==> src/rtl/uart_tx_sched_pkg.sv <==
// Shared types and constants for the UART TX scheduler.
// Holds the FSM encoding and requester ids used by the top and the bench.
package uart_tx_sched_pkg;

    localparam int DATA_W_DEF = 8;

    localparam logic REQ_A = 1'b0;
    localparam logic REQ_B = 1'b1;

    typedef enum logic [1:0] {
        IDLE,
        LOAD,
        WAIT_BUSY,
        WAIT_DONE
    } state_t;

endpackage

==> src/rtl/uart_tx_sched_if.sv <==
// Parallel-load port between the scheduler and the UART transmitter.
// master drives data/strobe, slave returns the busy flag.
interface uart_tx_sched_if
    import uart_tx_sched_pkg::*;
#(
    parameter int DATA_W = DATA_W_DEF
);

    logic [DATA_W-1:0] tx_p_data;
    logic              tx_data_valid;
    logic              tx_busy;

    modport master (
        output tx_p_data,
        output tx_data_valid,
        input  tx_busy
    );

    modport slave (
        input  tx_p_data,
        input  tx_data_valid,
        output tx_busy
    );

endinterface

==> src/rtl/uart_tx_sched_slot.sv <==
// uart_req_slot: single-entry request capture with sticky overflow.
// A free in the same cycle as a new request lets the request in.
module uart_req_slot #(
    parameter int W = 8
) (
    input  logic         clk,
    input  logic         rst,
    input  logic [W-1:0] data_i,
    input  logic         valid_i,
    input  logic         free_i,
    output logic         pend_o,
    output logic [W-1:0] data_o,
    output logic         ovf_o
);

    logic         pend_q, pend_d;
    logic         ovf_q, ovf_d;
    logic [W-1:0] data_q, data_d;

    always_comb begin
        pend_d = pend_q & ~free_i;
        ovf_d  = ovf_q;
        data_d = data_q;
        if (valid_i) begin
            if (pend_d) begin
                ovf_d = 1'b1;
            end else begin
                pend_d = 1'b1;
                data_d = data_i;
            end
        end
    end

    always_ff @(posedge clk) begin
        if (rst) begin
            pend_q <= 1'b0;
            ovf_q  <= 1'b0;
            data_q <= '0;
        end else begin
            pend_q <= pend_d;
            ovf_q  <= ovf_d;
            data_q <= data_d;
        end
    end

    assign pend_o = pend_q;
    assign data_o = data_q;
    assign ovf_o  = ovf_q;

endmodule

==> src/rtl/uart_tx_sched.sv <==
// Round-robin scheduler of two requesters onto one UART transmitter.
// Optional busy timeout: define UART_TX_SCHED_TIMEOUT_EN.
module uart_tx_sched
    import uart_tx_sched_pkg::*;
#(
    parameter int DATA_W = DATA_W_DEF,
    parameter int TO_CYC = 1024,
    parameter int TO_W   = 10
) (
    input  logic                clk,
    input  logic                rst,
    input  logic [DATA_W-1:0]   a_data,
    input  logic                a_valid,
    input  logic [2*DATA_W-1:0] b_data,
    input  logic                b_valid,
    output logic                a_pend,
    output logic                b_pend,
    uart_tx_sched_if.master     tx,
    output logic                ovf,
    output logic                to_err
);

    if (2 ** TO_W < TO_CYC) begin : g_bad_to
        $error("TO_W too narrow for TO_CYC");
    end

    state_t              state_q;
    logic                ptr_q, gnt_q, idx_q;
    logic                dv_q;
    logic [DATA_W-1:0]   dat_q;
    logic [DATA_W-1:0]   a_byte;
    logic [2*DATA_W-1:0] b_word;
    logic                ovf_a, ovf_b;
    logic                gnt_c, last, done;
    logic                free_a, free_b, to_hit;

    assign gnt_c  = (a_pend && b_pend) ? ptr_q :
                    (a_pend ? REQ_A : REQ_B);
    assign last   = (gnt_q == REQ_A) || idx_q;
    assign done   = (state_q == WAIT_DONE) && !tx.tx_busy && last;
    assign free_a = (done || to_hit) && (gnt_q == REQ_A);
    assign free_b = (done || to_hit) && (gnt_q == REQ_B);

    uart_req_slot #(.W(DATA_W)) u_slot_a (
        .clk     (clk),
        .rst     (rst),
        .data_i  (a_data),
        .valid_i (a_valid),
        .free_i  (free_a),
        .pend_o  (a_pend),
        .data_o  (a_byte),
        .ovf_o   (ovf_a)
    );

    uart_req_slot #(.W(2*DATA_W)) u_slot_b (
        .clk     (clk),
        .rst     (rst),
        .data_i  (b_data),
        .valid_i (b_valid),
        .free_i  (free_b),
        .pend_o  (b_pend),
        .data_o  (b_word),
        .ovf_o   (ovf_b)
    );

    assign ovf              = ovf_a | ovf_b;
    assign tx.tx_data_valid = dv_q;
    assign tx.tx_p_data     = dat_q;

    always_ff @(posedge clk) begin
        if (rst) begin
            state_q <= IDLE;
            ptr_q   <= REQ_A;
            gnt_q   <= REQ_A;
            idx_q   <= 1'b0;
            dv_q    <= 1'b0;
            dat_q   <= '0;
        end else begin
            dv_q <= 1'b0;
            unique case (state_q)
                IDLE: begin
                    if ((a_pend || b_pend) && !tx.tx_busy) begin
                        gnt_q   <= gnt_c;
                        idx_q   <= 1'b0;
                        dv_q    <= 1'b1;
                        dat_q   <= (gnt_c == REQ_A) ? a_byte
                                                    : b_word[DATA_W-1:0];
                        state_q <= LOAD;
                        if (a_pend && b_pend) ptr_q <= ~ptr_q;
                    end
                end
                LOAD: state_q <= WAIT_BUSY;
                WAIT_BUSY: begin
                    if (tx.tx_busy) state_q <= WAIT_DONE;
                end
                WAIT_DONE: begin
                    if (!tx.tx_busy) begin
                        if (last) begin
                            state_q <= IDLE;
                        end else begin
                            // B's MSB follows directly; no re-arbitration
                            idx_q   <= 1'b1;
                            dv_q    <= 1'b1;
                            dat_q   <= b_word[2*DATA_W-1:DATA_W];
                            state_q <= LOAD;
                        end
                    end
                end
                default: state_q <= IDLE;
            endcase
            if (to_hit) begin
                state_q <= IDLE;
                dv_q    <= 1'b0;
            end
        end
    end

`ifdef UART_TX_SCHED_TIMEOUT_EN
    logic [TO_W-1:0] to_q;
    logic            to_err_q;

    assign to_hit = ((state_q == WAIT_BUSY) || (state_q == WAIT_DONE))
                    && (to_q == TO_W'(TO_CYC - 1));
    assign to_err = to_err_q;

    always_ff @(posedge clk) begin
        if (rst) begin
            to_q     <= '0;
            to_err_q <= 1'b0;
        end else begin
            if (to_hit) to_err_q <= 1'b1;
            if (state_q == LOAD ||
                (state_q == WAIT_BUSY && tx.tx_busy))
                to_q <= '0;
            else
                to_q <= to_q + 1'b1;
        end
    end
`else
    assign to_hit = 1'b0;
    assign to_err = 1'b0;
`endif

endmodule

==> src/flat_wrapper.sv <==
// flat-port wrapper written by rule: the top's interface ports become plain ports
module uart_tx_sched_flat import uart_tx_sched_pkg::*;
#(
    parameter int DATA_W = DATA_W_DEF,
    parameter int TO_CYC = 1024,
    parameter int TO_W   = 10
)
  (clk, rst, a_data, a_valid, b_data, b_valid, a_pend, b_pend, ovf, to_err, tx_tx_p_data, tx_tx_data_valid, tx_tx_busy);
  uart_tx_sched_if #(.DATA_W(DATA_W)) tx_i ();
  input  logic clk;
  input  logic rst;
  input  logic [DATA_W-1:0] a_data;
  input  logic a_valid;
  input  logic [2*DATA_W-1:0] b_data;
  input  logic b_valid;
  output logic a_pend;
  output logic b_pend;
  output logic ovf;
  output logic to_err;
  output wire logic [$bits(tx_i.tx_p_data)-1:0] tx_tx_p_data;
  output wire logic [$bits(tx_i.tx_data_valid)-1:0] tx_tx_data_valid;
  input wire logic [$bits(tx_i.tx_busy)-1:0] tx_tx_busy;
  assign tx_tx_p_data = tx_i.tx_p_data;
  assign tx_tx_data_valid = tx_i.tx_data_valid;
  assign tx_i.tx_busy = tx_tx_busy;
  uart_tx_sched #(.DATA_W(DATA_W), .TO_CYC(TO_CYC), .TO_W(TO_W)) u_core (.clk(clk), .rst(rst), .a_data(a_data), .a_valid(a_valid), .b_data(b_data), .b_valid(b_valid), .a_pend(a_pend), .b_pend(b_pend), .tx(tx_i), .ovf(ovf), .to_err(to_err));
endmodule
==> config.mk <==
export PLATFORM = sky130hd
export DESIGN_NAME = uart_tx_sched_flat
export DESIGN_NICKNAME = d
export VERILOG_FILES = /design/src/rtl/uart_tx_sched_pkg.sv /design/src/rtl/uart_tx_sched_if.sv /design/src/rtl/uart_tx_sched_slot.sv /design/src/rtl/uart_tx_sched.sv /design/src/flat_wrapper.sv
export SDC_FILE = /design/constraint.sdc
export NUM_CORES = 1
export LEC_CHECK = 0
export ABC_CLOCK_PERIOD_IN_PS = 2000
export CAP_MARGIN = 10
export CORE_MARGIN = 1.5
export CORE_UTILIZATION = 35
export DETAILED_ROUTE_END_ITERATION = 10
export GPL_TIMING_DRIVEN = 0
export PLACE_DENSITY_LB_ADDON = 0.2
export SYNTH_ARGS = -nofsm -noshare
export SYNTH_HDL_FRONTEND = slang
export SYNTH_SLANG_ARGS = --single-unit
export TNS_END_PERCENT = 50
==> constraint.sdc <==
create_clock -name clk -period 2 [get_ports clk]
set_clock_uncertainty 0.15 [all_clocks]
set_input_delay 0.4 -clock clk [delete_from_list [all_inputs] [get_ports clk]]
set_output_delay 0.4 -clock clk [all_outputs]
set_load 0.02 [all_outputs]
# Word-level counts from Yosys, hierarchy flattened

Cells that the tools add are included.

Bits in registers: 42
Output and inout port bits: 13

Equal/unequal tests: 7
Multiplexer cells: 22
Bitwise logic cells: 9
Reduce and logical (&&, ||, !) cells: 19

Operator list:

| operator                                                                 | number |
|---|---|
| 8-bit two-way mux                                                        | 4 |
| 8-bit case mux with 2 select lines                                       | 1 |
| 1-bit two-way mux                                                        | 11 |
| 2-bit AND reduction                                                      | 5 |
| 2-bit case mux with 4 select lines                                       | 1 |
| 1-bit logical AND                                                        | 6 |
| 2-bit two-way mux                                                        | 3 |
| 2-bit inequality test (second input constant)                            | 3 |
| 1-bit inverter                                                           | 6 |
| 3-bit AND reduction                                                      | 2 |
| 2-bit == test (second input constant)                                    | 2 |
| 1-bit case mux with 2 select lines                                       | 2 |
| 4-bit AND reduction                                                      | 1 |
| 1-bit bitwise AND                                                        | 2 |
| 2-bit by 1-bit == test with 1-bit output (second input constant)         | 1 |
| 2-bit zero test                                                          | 1 |
| 1-bit logical OR                                                         | 2 |
| 2-bit by 1-bit inequality test with 1-bit output (second input constant) | 1 |
| 2-bit nonzero test                                                       | 1 |
| 1-bit zero test                                                          | 1 |
| 1-bit OR                                                                 | 1 |

# Depth between registers and ports, before layout

Depth after elaboration: 8
Gate-level depth with buffers: 8

# Modules after synthesis

A second synthesis with hierarchy kept.

Cell total of the unflattened synthesis: 218
Area total of the unflattened synthesis: 2167.1 µm²

Modules (own cells, without submodules):

| module                          | instances | cells an instance | area an instance (µm²) | sequential area each (µm²) |
|---|---|---|---|---|
| uart_tx_sched                   | 1         | 99                | 929.6                  | 280.3 |
| uart_req_slot (u_core.u_slot_b) | 1         | 77                | 802.0                  | 360.3 |
| uart_req_slot (u_core.u_slot_a) | 1         | 42                | 435.4                  | 200.2 |

# Worst setup path after synthesis

No wires, ideal clock.

Path kind: register to register
Start point: register u_core.state_q[0]
End point: register u_core.state_q[1]
Setup time: 0.128 ns
Data arrival time: 1.515 ns
Slack: 0.208 ns
Cell stages (with the launch flop): 7
Path buffers: 0
Period minus slack after synthesis: 1.792 ns
Path through: dfxtp_1 > inv_1 > ha_1 > or3b_4 > a22o_4 > mux2i_1 > nor2_1

Word-level cells in the longest chain between the ends: 3

RTL lines:

| item                                                                                                | line                | text |
|---|---|---|
| from (decl)                                                                                         | uart_tx_sched.sv:27 | `state_t state_q;` |
| from (signal assigned)                                                                              | uart_tx_sched.sv:72 | `state_q <= IDLE;` |
| from (signal assigned)                                                                              | uart_tx_sched.sv:88 | `state_q <= LOAD;` |
| from (signal assigned)                                                                              | uart_tx_sched.sv:92 | `LOAD: state_q <= WAIT_BUSY;` |
| 2-bit == test or 2-bit zero test (tied branches)                                                    | uart_tx_sched.sv:80 | `unique case (state_q)` |
| 2-bit inequality test (no line) or 2-bit by 1-bit inequality test with 1-bit output (tied branches) | --                  |  |
| 3-bit AND reduction (no line)                                                                       | --                  |  |

Parallel ways exist; a longest one is shown, timed or not.
A chain may end at the register's enable or synchronous reset.

# Worst setup path after layout

Start point: input tx_tx_busy
End point: register u_core.u_slot_a.data_q[4] (netlist: u_core.u_slot_a.data_o[4])

Word-level cells in the longest chain between the ends: 8

RTL lines:

| item                            | line                     | text |
|---|---|---|
| from (decl)                     | flat_wrapper.sv:22       | `input wire logic [$bits(tx_i.tx_busy)-1:0] tx_tx_busy;` |
| 1-bit zero test                 | uart_tx_sched.sv:40      | `assign done = (state_q == WAIT_DONE) && !tx.tx_busy && last;` |
| 1-bit logical AND (2 in series) | uart_tx_sched.sv:40      |  |
| 1-bit logical AND               | uart_tx_sched.sv:41      | `assign free_a = (done \|\| to_hit) && (gnt_q == REQ_A);` |
| 1-bit inverter                  | uart_tx_sched_slot.sv:21 | `pend_d = pend_q & ~free_i;` |
| 1-bit bitwise AND               | uart_tx_sched_slot.sv:21 |  |
| 1-bit inverter (no line)        | --                       |  |
| 2-bit AND reduction (no line)   | --                       |  |
| to (signal assigned)            | uart_tx_sched_slot.sv:42 | `data_q <= data_d;` |
| to (decl)                       | uart_tx_sched_slot.sv:18 | `logic [W-1:0] data_q, data_d;` |

Every way passes these cells.

==> impl_results.md <==
* Outcome: finished, final reports clean
* Total Nets Final at 271
* Critical-path top delay cell: clkdlybuf4s50_1
* Gpl congestion at roughly 0.73
* Top cell type's share of synthesized area at between 40 and 50%
* Crit-path leading delay family: buffers and inverters
* Site Rows at 26
* Inst Count DP at 298
* Hold Violations, Final at 0
* Top FF cell, synth: dfxtp_1
* IO buf count at 40
* Area grow syn2layout at 32.85%
* Max Fclk at approximately 520 MHz
* Yosys reg bits at 42
* Yosys warning total at 0
* Cts bufs inserted at 5
* Initial antenna violation count at 0
* CP peak stage delay at about 0.53 ns
* Die Y at about 77 um
* Average cell area after synthesis at 10.15 um^2
* CP Class: input port to register
* Post-layout minimum cycle time at 1.914 ns
* Vias per std cell at ~4.7
* Post-Syn Instances at 188
* Die Wd at about 77 um
* DR iter-0 viols at 92
* Slew at the pin closest to its max-slew limit at about 0.52 ns
* Synth cell types at 40
* Total Wirelength at between 4000 and 5000 um
* DRC at 0
* Clk buf depth at 2
* Syn_nets at 221
* CTS H-tree depth at 2
* Routed length per instance at roughly 13 um
* Worst path required time at 2.03 ns
* Core area at just over 5000 um^2
* Setup violators final at 0
* Dpl hpwl at between 2000 and 3000 um
* Synth area leader: dfxtp_1
* Worst rel slew slack at between 60% and 70%
* Io pins at 42
* Worst setup SP type: input port
* Lkg Pwr at 1.065 nW
* Fin crit share at 95.72%
* Synth async-reset ratio at 0%
* Layout cells sized above 1 at about 14%
* Final cell count without fillers at approximately 310
* Clock Tree Root: clkbuf_8
* Critical Path Sink Type: register
* Diodes inserted at 0
* CTS Sinks at 42
* CTS Hold Bufs at 0
* Register area share after synthesis at 44.07%
* Peak VDD IR at between 200 and 300 uV
* Via count at 1,448
* Final ANT Viol Nets at 0
* PD cells at 908.2 nW/um^2
* Largest net degree at the start of global routing at 15
* Grt ovf at 0
* Crit path max fanout at 8
* RSZ-0062 raised after global routing: false
* Synth Cell Area at 1908 um^2
* Top post-synthesis cells by area: dfxtp_1, mux2i_1, nor2_1, a211oi_1, o41ai_1
* Crit path buf inv count at 2
* WP data arrival at between 1.5 and 2 ns
* Sequence of cells on the critical path: clkdlybuf4s50_1 -> or3b_1 -> a21bo_1 -> buf_6 -> mux2i_1 -> nor2_1
* Max cap viols at 0
* Total Die Area at around 6000 um^2
* Fin util at about half
* Worst-skew pair later-pin latency at 0.30 ns
* Clk pin slew, worst setup/hold paths at 0.08 ns
* First-pass GRT wire length at 6596 um
* R2R Setup Slk at 0.16 ns
* Min-delay worst type: register to register
* Vias in the first global route at 1,345
* CTS tree: built
* Pins Over Slew Limit at 0
* Number of synthesized flops with an enable pin at 0
* Total track usage at around 14%
* Starting Density at between 30% and 40%
* 1st-pass router iterations at 4
[path summary, 6_finish.rpt]
check,from,cells past startpoint,endpoint
min reg2reg,u_core.u_slot_b.ovf_o,2,u_core.u_slot_b.ovf_o
max,tx_tx_busy,6,u_core.u_slot_a.data_o[4]
min,u_core.u_slot_b.ovf_o,2,u_core.u_slot_b.ovf_o
max reg2reg,u_core.state_q[0],7,u_core.tx.tx_p_data[1]
[power by group]
group | leakage, nW | switching, W | internal, W | total, W
clock | 0.0441 | 0.000309 | 0.000245 | 0.000554
combinational | 0.676 | 0.000393 | 0.000373 | 0.000766
sequential | 0.345 | 0.0000595 | 0.000923 | 0.000982
total | 1.06 | 0.000762 | 0.00154 | 0.00230
[Yosys cell counts (2+ instances only)]
library cell	number
clkbuf_1	5
nor2_1	34
buf_4	3
buf_6	2
nor2b_1	8
o41ai_1	7
inv_1	3
a21oi_1	2
a211oi_1	9
a31oi_1	2
nand3b_1	8
ha_1	4
mux2i_1	26
dfxtp_1	42
and2_1	8
[layout by cell type (no fill, tap or decap), types with 3 or more instances in the layout]
cell	synthesis	layout
dfxtp_1	42	41
nor2b_1	8	8
buf_4	3	5
buf_6	2	3
clkbuf_1	5	5
nor2_1	34	34
clkbuf_8	0	5
and2_1	8	8
mux2i_1	26	26
o41ai_1	7	7
clkdlybuf4s50_1	0	37
a211oi_1	9	9
nand3b_1	8	8
[sequential cells by signal (all words and copies together) (netlist names)]
signal and flops:
u_core.state_q 2, u_core.idx_q 1, u_core.gnt_q 1, u_core.u_slot_b.pend_o 1
u_core.u_slot_b.ovf_o 1, u_core.u_slot_a.data_o 8, u_core.u_slot_b.data_o 16, u_core.tx.tx_data_valid 1
u_core.ptr_q 1, u_core.tx.tx_p_data 8, u_core.u_slot_a.pend_o 1, u_core.u_slot_a.ovf_o 1
[area by class of cell]
type / instances / area, um^2
plain buffers: 12 / 91.34
fillers: 501 / 2638
well taps: 70 / 87.58
clock inverters: 3 / 21.27
inverters: 4 / 15.01
flip-flops and latches: 42 / 842.1
repair buffers: 43 / 426.7
clock buffers: 5 / 68.82
multi-input cells: 130 / 982.2
[tightest hold or removal path, delay by kind of cell, from the launching register on]
kind	cells	cell delay, ns
AND/OR/NAND/NOR	1	0.07
flip-flops	1	0.33
AO/OA/AOI/OAI	1	0.04
[cells by family (layout without fill, tap and decap cells)]
family,after synthesis,count (layout),share of synthesized area (%)
buf+inv,16,67,5.377
simple gates,67,67,18.95
compound gates,31,31,14.69
other cells,1,1,0.1965
fa+ha+maj,4,4,2.623
xor+xnor,1,1,0.4591
flops,42,42,44.07
mux,26,26,13.64
[through the flow]
stage                     worst slack [ns]  setup TNS [ns]  instance area (um^2)  total power (W)  hold slack, ns
after floorplan                     0.2076               0                  1908         0.001521          0.2785
after global placement             -0.3414          -7.616                  2396         0.001750          0.2975
after detailed placement           -0.3493          -7.776                  2396         0.001748          0.3001
after CTS                          0.01151               0                  2511         0.002306          0.3218
after global routing              0.002054               0                  2535         0.002441          0.3608
final                              0.08559               0                  2535         0.002302          0.3179
[what timing repair did]
action / CTS / global route
endpoints found under the hold margin: 0 / 0
resized for setup: 3 / 7
setup buffers: 3 / 0
setup endpoints to repair: 11 / 29
[routing by layer]
metal  up-vias  global-route usage, %  part of all wire (%)
li1        766                      -                     -
met1       642                  20.47                    52
met2        34                  20.00                    42
met3         6                  5.000                   4.6
met4         0                  5.000                   1.5
met5         -                      0                     0
(Power assumes the default switching activity.)
